$ cat src/rtl/vga_timing_pkg.sv
// Raster timing constants and helpers shared by the sync generator and the
// downstream pixel stages. The defaults describe 640x480@60 at 25.175 MHz.
package vga_timing_pkg;

  localparam int POS_W     = 10;
  localparam int MAX_TOTAL = 1 << POS_W;

  localparam int DEF_H_DISPLAY = 640;
  localparam int DEF_H_FRONT   = 16;
  localparam int DEF_H_SYNC    = 96;
  localparam int DEF_H_BACK    = 48;
  localparam int DEF_V_DISPLAY = 480;
  localparam int DEF_V_FRONT   = 10;
  localparam int DEF_V_SYNC    = 2;
  localparam int DEF_V_BACK    = 33;

  function automatic int span_total(input int display, input int front,
                                    input int sync, input int back);
    return display + front + sync + back;
  endfunction

  function automatic int sync_first(input int display, input int front);
    return display + front;
  endfunction

  function automatic int sync_last(input int display, input int front, input int sync);
    return display + front + sync - 1;
  endfunction

  function automatic logic in_window(input logic [POS_W-1:0] pos,
                                     input int first, input int last);
    return (int'(pos) >= first) && (int'(pos) <= last);
  endfunction

  localparam int DEF_H_TOTAL      = span_total(DEF_H_DISPLAY, DEF_H_FRONT, DEF_H_SYNC, DEF_H_BACK);
  localparam int DEF_V_TOTAL      = span_total(DEF_V_DISPLAY, DEF_V_FRONT, DEF_V_SYNC, DEF_V_BACK);
  localparam int DEF_H_SYNC_FIRST = sync_first(DEF_H_DISPLAY, DEF_H_FRONT);
  localparam int DEF_H_SYNC_LAST  = sync_last(DEF_H_DISPLAY, DEF_H_FRONT, DEF_H_SYNC);
  localparam int DEF_V_SYNC_FIRST = sync_first(DEF_V_DISPLAY, DEF_V_FRONT);
  localparam int DEF_V_SYNC_LAST  = sync_last(DEF_V_DISPLAY, DEF_V_FRONT, DEF_V_SYNC);

endpackage

$ cat src/rtl/wrap_counter.sv
// Enable-driven counter running 0..MAX; wrap flags the increment that
// returns it to zero so a cascaded counter can step on the same edge.
module wrap_counter #(
  parameter int MAX   = 799,
  parameter int WIDTH = 10
) (
  input  logic             clk,
  input  logic             rst_n,
  input  logic             inc,
  input  logic             clr,
  output logic [WIDTH-1:0] count,
  output logic             wrap
);

  localparam logic [WIDTH-1:0] LAST = WIDTH'(MAX);

  if (MAX < 1 || MAX >= (1 << WIDTH)) begin : g_range_check
    $error("wrap_counter: MAX=%0d does not fit in %0d bits", MAX, WIDTH);
  end

  logic [WIDTH-1:0] count_next;

  assign wrap = inc && (count == LAST);

  // NOTE: count_next gets a default before any branch, so no latch is inferred.
  always_comb begin
    count_next = count;
    if (clr) begin
      count_next = '0;
    end else if (wrap) begin
      count_next = '0;
    end else if (inc) begin
      count_next = count + WIDTH'(1);
    end
  end

  // NOTE: reset is synchronous, so rst_n stays out of the event list; state
  // uses non-blocking assignments so every flop samples pre-edge values.
  always_ff @(posedge clk) begin
    if (!rst_n) begin
      count <= '0;
    end else begin
      count <= count_next;
    end
  end

endmodule

$ cat src/rtl/vga_sync_gen.sv
// VGA raster timing generator: position counters plus registered sync,
// active-video and strobe outputs aligned with the position they describe.
module vga_sync_gen
  import vga_timing_pkg::*;
#(
  parameter int H_DISPLAY = DEF_H_DISPLAY,
  parameter int H_FRONT   = DEF_H_FRONT,
  parameter int H_SYNC    = DEF_H_SYNC,
  parameter int H_BACK    = DEF_H_BACK,
  parameter int V_DISPLAY = DEF_V_DISPLAY,
  parameter int V_FRONT   = DEF_V_FRONT,
  parameter int V_SYNC    = DEF_V_SYNC,
  parameter int V_BACK    = DEF_V_BACK,
  parameter bit SYNC_POL  = 1'b0
) (
  input  logic       clk,
  input  logic       rst_n,
  input  logic       en,
  output logic       hsync,
  output logic       vsync,
  output logic       display_on,
  output logic [9:0] hpos,
  output logic [9:0] vpos,
  output logic       line_start,
  output logic       frame_start,
  output logic       vblank_start,
  output logic [9:0] frame_cnt
);

  localparam int H_TOTAL  = span_total(H_DISPLAY, H_FRONT, H_SYNC, H_BACK);
  localparam int V_TOTAL  = span_total(V_DISPLAY, V_FRONT, V_SYNC, V_BACK);
  localparam int HS_FIRST = sync_first(H_DISPLAY, H_FRONT);
  localparam int HS_LAST  = sync_last(H_DISPLAY, H_FRONT, H_SYNC);
  localparam int VS_FIRST = sync_first(V_DISPLAY, V_FRONT);
  localparam int VS_LAST  = sync_last(V_DISPLAY, V_FRONT, V_SYNC);

  localparam logic [POS_W-1:0] VBLANK_LINE = POS_W'(V_DISPLAY);

  if (H_TOTAL > MAX_TOTAL || V_TOTAL > MAX_TOTAL) begin : g_total_check
    $error("vga_sync_gen: H_TOTAL=%0d / V_TOTAL=%0d exceed %0d", H_TOTAL, V_TOTAL, MAX_TOTAL);
  end

  logic             h_wrap;
  logic             v_wrap;
  logic [POS_W-1:0] h_next;
  logic [POS_W-1:0] v_next;

  wrap_counter #(
    .MAX   (H_TOTAL - 1),
    .WIDTH (POS_W)
  ) u_hcnt (
    .clk   (clk),
    .rst_n (rst_n),
    .inc   (en),
    .clr   (1'b0),
    .count (hpos),
    .wrap  (h_wrap)
  );

  wrap_counter #(
    .MAX   (V_TOTAL - 1),
    .WIDTH (POS_W)
  ) u_vcnt (
    .clk   (clk),
    .rst_n (rst_n),
    .inc   (en & h_wrap),
    .clr   (1'b0),
    .count (vpos),
    .wrap  (v_wrap)
  );

  // Position the counters move to on this edge; decoding it here and
  // registering the result keeps every output aligned with hpos/vpos.
  always_comb begin
    h_next = h_wrap ? '0 : hpos + POS_W'(1);
    v_next = vpos;
    if (v_wrap) begin
      v_next = '0;
    end else if (h_wrap) begin
      v_next = vpos + POS_W'(1);
    end
  end

  always_ff @(posedge clk) begin
    if (!rst_n) begin
      hsync        <= ~SYNC_POL;
      vsync        <= ~SYNC_POL;
      display_on   <= 1'b0;
      line_start   <= 1'b0;
      frame_start  <= 1'b0;
      vblank_start <= 1'b0;
      frame_cnt    <= '0;
    end else begin
      // h_wrap/v_wrap already carry en, so strobes drop on any idle edge.
      line_start   <= h_wrap;
      frame_start  <= v_wrap;
      vblank_start <= h_wrap && (v_next == VBLANK_LINE);
      frame_cnt    <= frame_cnt + POS_W'(v_wrap);
      if (en) begin
        hsync      <= in_window(h_next, HS_FIRST, HS_LAST) ? SYNC_POL : ~SYNC_POL;
        vsync      <= in_window(v_next, VS_FIRST, VS_LAST) ? SYNC_POL : ~SYNC_POL;
        display_on <= (int'(h_next) < H_DISPLAY) && (int'(v_next) < V_DISPLAY);
      end
    end
  end

endmodule
$ cat config.mk
export PLATFORM = sky130hd
export DESIGN_NAME = vga_sync_gen
export DESIGN_NICKNAME = d
export VERILOG_FILES = /design/src/rtl/vga_timing_pkg.sv /design/src/rtl/wrap_counter.sv /design/src/rtl/vga_sync_gen.sv
export SDC_FILE = /design/constraint.sdc
export NUM_CORES = 1
export LEC_CHECK = 0
export CAP_MARGIN = 0
export CORE_MARGIN = 2
export CORE_UTILIZATION = 40
export CTS_BUF_LIST = sky130_fd_sc_hd__clkbuf_4 sky130_fd_sc_hd__clkbuf_8
export CTS_CLUSTER_SIZE = 20
export DETAILED_ROUTE_END_ITERATION = 16
export GPL_TIMING_DRIVEN = 0
export PLACE_DENSITY = 0.79
export SLEW_MARGIN = 40
export SYNTH_ARGS = -nofsm -noshare
export SYNTH_HDL_FRONTEND = slang
export SYNTH_SLANG_ARGS = --single-unit
$ cat constraint.sdc
create_clock -name clk -period 2.3 [get_ports clk]
set_input_delay 0.46 -clock clk [delete_from_list [all_inputs] [get_ports clk]]
set_output_delay 0.46 -clock clk [all_outputs]
set_load 0.1 [all_outputs]
---- After elaboration in Yosys (flattened, before gate mapping) ----
Cells that the tools add are included.
W data, S select, Z words.
word-level totals
  input port bits ......................... 3
  bits in registers ....................... 36
  logic and storage cells ................. 36
  output and inout port bits .............. 36
cells by class
  add/subtract/negate cells ............... 3
  order comparisons ....................... 6
  multiplexer cells ....................... 5
  bitwise logic cells ..................... 2
  eq/ne operators ......................... 3
  reductions and logical operators ........ 8
operator list
  kind                     number
  $mux W10                 3
  $add A10 B1 Y10 const B  2
  $eq A10 B10 Y1 const B   2
  $add A10 B1 Y10          1
  $eq A10 B9 Y1 const B    1
  $ge A10 B10 Y1 const B   1
  $ge A10 B9 Y1 const B    1
  $le A10 B10 Y1 const B   1
  $le A10 B9 Y1 const B    1
  $lt A10 B10 Y1 const B   1
  $lt A10 B9 Y1 const B    1
  $logic_and A1 B1 Y1      6
  $reduce_or A2 Y1         2
  $mux W1                  2
  $and A1 B1 Y1            1
  $not A1 Y1               1

---- Longest topological paths before layout ----
  depth after elaboration ................. 8
  mapped depth ............................ 11
  depth with buffers taken out ............ 9

---- Modules after synthesis ----
From an unflattened synthesis, not the netlist that was laid out.
second synthesis, totals
  cells, all modules ...................... 224
  area total of the unflattened synthesis .. 2026.9 sq um
modules (own cells, without submodules)
  module                 seq. area each (sq um)  cells each  instances  area each (sq um)
  vga_sync_gen           320.3                   120         1          1039.7
  wrap_counter (u_vcnt)  200.2                   54          1          496.7
  wrap_counter (u_hcnt)  200.2                   50          1          490.5

---- Worst setup path after synthesis ----
No wires, ideal clock.
  path type ............................... reg2reg
  start ................................... register u_hcnt.count[0]
  end ..................................... register frame_cnt[6]
  stages on the path, launching flop included .. 12
  period minus slack after synthesis ...... 3.066 ns
  library setup time ...................... 0.115 ns
  slack ................................... -0.766 ns
  arrival ................................. 2.951 ns
  buffers on the path ..................... 3
  cells stage by stage .................... dfxtp_1 -> ha_1 -> buf_6 -> and4_4 -> and4_1 -> buf_4 -> buf_4 -> and3_1 -> ha_1 -> nand3_1 -> xnor2_1 -> and2_1
between the ends
  word-level cells in the longest chain between the ends .. 5
ends and longest elaborated chain
  element                 RTL line            source
  start, declared         wrap_counter.sv:11  output logic [WIDTH-1:0] count,
  start signal, assigned  wrap_counter.sv:43  count <= count_next;
  $eq A10 B10 Y1          wrap_counter.sv:23  assign wrap = inc && (count == LAST);
  $logic_and A1 B1 Y1     wrap_counter.sv:23
  $and A1 B1 Y1           vga_sync_gen.sv:66  .inc (en & h_wrap),
  $logic_and A1 B1 Y1     wrap_counter.sv:23
  $add A10 B1 Y10         vga_sync_gen.sv:98  frame_cnt <= frame_cnt + POS_W'(v_wrap);
  end signal, assigned    vga_sync_gen.sv:98
  end, declared           vga_sync_gen.sv:27  output logic [9:0] frame_cnt
Every way passes these cells.
A chain may end at the register's enable or synchronous reset.

---- Worst setup path after layout ----
  start ................................... register u_hcnt.count[0]
  end ..................................... register vblank_start
between the ends
  word-level cells in the longest chain between the ends .. 7
ends and longest elaborated chain
  element                RTL line            source
  $eq A10 B10 Y1 *       wrap_counter.sv:23
  $logic_and A1 B1 Y1 *  wrap_counter.sv:23
  $and A1 B1 Y1          vga_sync_gen.sv:66
  $logic_and A1 B1 Y1    wrap_counter.sv:23
  $mux W10               vga_sync_gen.sv:77  if (v_wrap) begin
  $eq A10 B9 Y1          vga_sync_gen.sv:97  vblank_start <= h_wrap && (v_next == VBLANK_LINE);
  $logic_and A1 B1 Y1 *  vga_sync_gen.sv:97
  end signal, assigned   vga_sync_gen.sv:97
  end, declared          vga_sync_gen.sv:26  output logic vblank_start,
Mark *: on every way between the ends. The rest lies on a longest branch, timed or not.

==> summary.md <==
The flow ran to the end, and the final reports show no timing, DRC or antenna violations. After layout, the worst path uses 94.4% of the clock period. The worst hold path was traced through 2 stages. TritonCTS built the clock tree. The synthesized area per cell is 8.96 sq um, and the post-route cell area is 0.00259 sq mm.

The clock net in this run drives a total of 36 sinks. The H-tree generated during clock tree synthesis spans 2 levels. The worst-case clock buffer depth was 2. The endpoint type of the worst setup path is a register. In this run the remaining antenna-violating nets after routing total 0. The number of clock buffers added by TritonCTS is 5.

Die outline height: 75.2 um. Buffers inserted to repair hold after CTS numbered 0. The library cell occupying the most area in the post-synthesis netlist was dfxtp_1. For the worst setup path, the data arrival time is 2.38 ns. The initial core utilization is 42.1%, and the number of synthesized flops with an enable pin is 0. The area growth from synthesis to layout came out at 27.7%.

Once placement finished, the instance area stood at 0.00239 sq mm. The worst flop-to-flop path endpoint is vblank_start$_SDFF_PN0_. After the last flow step, the layout net total stands at 285.

Startpoint of the lowest-slack hold path: display_on$_SDFFE_PN0P_. For the overall via count from detail_route, the log shows 1807. The share of synthesized registers carrying an async set or reset was 0%. Clock tree synthesis selected as its root buffer the cell clkbuf_8. Based on the critical path, the design can be clocked at up to 460 MHz. For the final database, setup skew stands at 0.00455 ns. Synthesis instantiated 50 different standard cells from the library. At the end of routability-driven placement, the weighted congestion stood at 0.886.

The via count of the first global-routing pass is 1598. The horizontal die dimension works out to 75.2 um. Clock-pin slew was measured on the worst setup and hold paths at 0.07 ns. After the first detailed-routing iteration, the DRC count stood at 91. Dividing the detail-routed via count by the number of cells gives 5.22. The most used flip-flop cell after synthesis is dfxtp_1. The smallest clock period supported by the final layout is computed as 2.17 ns. The quantity of I/O buffers inserted on ports came out at 38. In the synthesized netlist, the number of instances is 226. Post-route worst hold slack: 0.493 ns. Across the VDD grid, the largest voltage drop is 216 uV.

The tools report the worst hold path endpoint as display_on$_SDFFE_PN0P_. The classification of the worst-slack hold path was reg2reg. The post-synthesis sequential element count was 36. The final layout contains routed wiring with a total length of 4.58 mm. Setup violations remaining at the end of the flow were counted as 0.

The number of optimization iterations in the first detailed-route pass is 4. Once placement completed, the tool counted placed cells totaling 331. By count the netlist is led by dfxtp_1 (36), nor2_1 (22), nand2_1 (18). After legalization and detailed placement, the total HPWL measured 3.26 mm. The count of max-cap constraint violations is 0. Sorting the synthesized cells by area gives the leading types as dfxtp_1 (36%), xnor2_1 (7.4%), xor2_1 (4.8%).

The area enclosed by the die boundary came out at 0.00565 sq mm. The most frequent cell after synthesis is dfxtp_1. The logs give 1220 uW for the post-layout total power and 7.51 mm for the wire length of the first global-routing pass.

The required time reported for the critical path endpoint is 2.51 ns, and the power per cell area is 471 mW/mm^2. The critical path is of the reg2reg type. The clock latency of the later-clocked register in the worst-skew pair was 0.29 ns; the placeable core area was 0.00482 sq mm. For the hold violation total from the final report, the log shows 0.

Entering global routing, the biggest net connects 11 pins. The repair_antennas step left the layout with diodes totalling 0. The total nets after synthesis is 233. The count of pins on the block boundary was 39; the total congestion overflow was 0. For this design the static power due to leakage is 0.00107 uW. In the final layout, the registers with the most flip-flops are frame_cnt x10, u_hcnt.count x10, u_vcnt.count x10. The transition time at the pin with the least slew margin was 0.495 ns. In this run the critical register-to-register path is launched from u_hcnt.count[0]$_SDFFE_PP0P_. The worst setup path is launched from a register. After detailed routing, the number of remaining DRC violations is 0.

The run gives 25 as the number of rows created at floorplan. The sequential cell area fraction in the yosys report is 35.6%. The setup slack of the most critical reg-to-reg path is 0.13 ns, and the share of cells above drive strength 1 is 35.8%. Fill cells in the final layout number 465.

The length in cells of the worst reg-to-reg path came out at 9. In this run the tightest slew margin relative to its limit is 67.0%. The synthesized netlist occupies a cell area of 0.00203 sq mm. The Yosys step of the flow raised 0 warnings.

Of all nets on the critical path, the largest fanout is 9. The max-slew violation count is 0. The global-route usage over all layers came out at 17.4%. The post-layout instance count excluding filler cells is 346, and the routed wire length per instance is 13.2 um.

The tools report the number of antenna violations at the first check in global routing as 0. Summed over its instances, the top area cell type makes up 35.6% of the synthesized netlist area.
[layer usage]
layer	up-vias	share of wire [%]	track usage [%]
li1	893	-	-
met4	0	1.7	6.43
met3	8	5.4	4.42
met2	61	48	27.6
met1	845	45	22.8
met5	-	0	0
[stage by stage]
step / setup TNS (ns) / util [%] / setup slack [ns]
after floorplan: -0.0728 / - / -0.0246
after global placement: -1.51 / 53.4 / -0.229
after detailed placement: -1.62 / 49.7 / -0.228
after CTS: 0 / 51.7 / 0.0739
after global routing: -0.0438 / 53.7 / -0.0438
final: 0 / 53.7 / 0.128
[repair_timing]
action                                  4_1_cts  5_1_grt
resized for setup                             0        4
endpoints found under the setup margin        0        3
setup buffers                                 0        7
[worst max-delay path: stages, from the launching register on]
cell and delay (ns):
dfxtp_4 0.38, ha_4 0.12, buf_6 0.11, and4_4 0.26, buf_12 0.11, nand4_4 0.17, nor3_2 0.25, xnor2_1 0.13
nor4_4 0.31, nor4b_4 0.24
[logic make-up after synthesis]
group / synth area share [%]
adder cells (fa/ha/maj): 2.47
AND/OR/NAND/NOR: 33.9
XOR/XNOR: 12.9
flip-flops: 35.6
buffers and inverters: 5.62
multiplexers: 0.494
AO/OA/AOI/OAI: 9.02
[worst max path at each step]
stage,cells past startpoint,slack (ns),from,end
2_1_floorplan,11,-0.02,u_hcnt.count[1]$_SDFFE_PP0P_,frame_cnt[6]$_SDFF_PN0_
3_3_place_gp,8,-0.23,en,vblank_start$_SDFF_PN0_
3_5_place_dp,7,-0.23,en,vblank_start$_SDFF_PN0_
4_1_cts,7,0.07,en,vblank_start$_SDFF_PN0_
5_1_grt,9,-0.04,u_hcnt.count[0]$_SDFFE_PP0P_,vblank_start$_SDFF_PN0_
6_report,9,0.13,u_hcnt.count[0]$_SDFFE_PP0P_,vblank_start$_SDFF_PN0_
[report_power, final]
group	leakage, uW	internal, uW	switching (uW)
registers	0.000301	627	6.01
clock network	0.0000523	268	227
logic	0.000713	25.6	65.1
[placed cells by master (no fill, tap or decap), types with 5 or more instances in the layout]
master	n
nand3_1	13
and2_1	12
dfxtp_2	16
buf_6	5
nor2b_1	5
buf_2	36
xnor2_1	17
xor2_1	11
clkbuf_8	7
dfxtp_1	17
nand4_1	7
nand2_1	18
buf_4	7
inv_1	5
nor2_1	22
and3_1	7
a21oi_1	6
[layout make-up]
type	count	area [sq um]	area share, %
Tap cell	67	83.8	3.24
Sequential cell	36	752	29.1
Inverter	5	18.8	0.725
Buffer	12	103	3.97
Multi-Input combinational cell	173	1260	48.9
Timing Repair Buffer	45	268	10.3
Clock buffer	8	97.6	3.77
No activity file was read; power rests on OpenSTA's default activity.
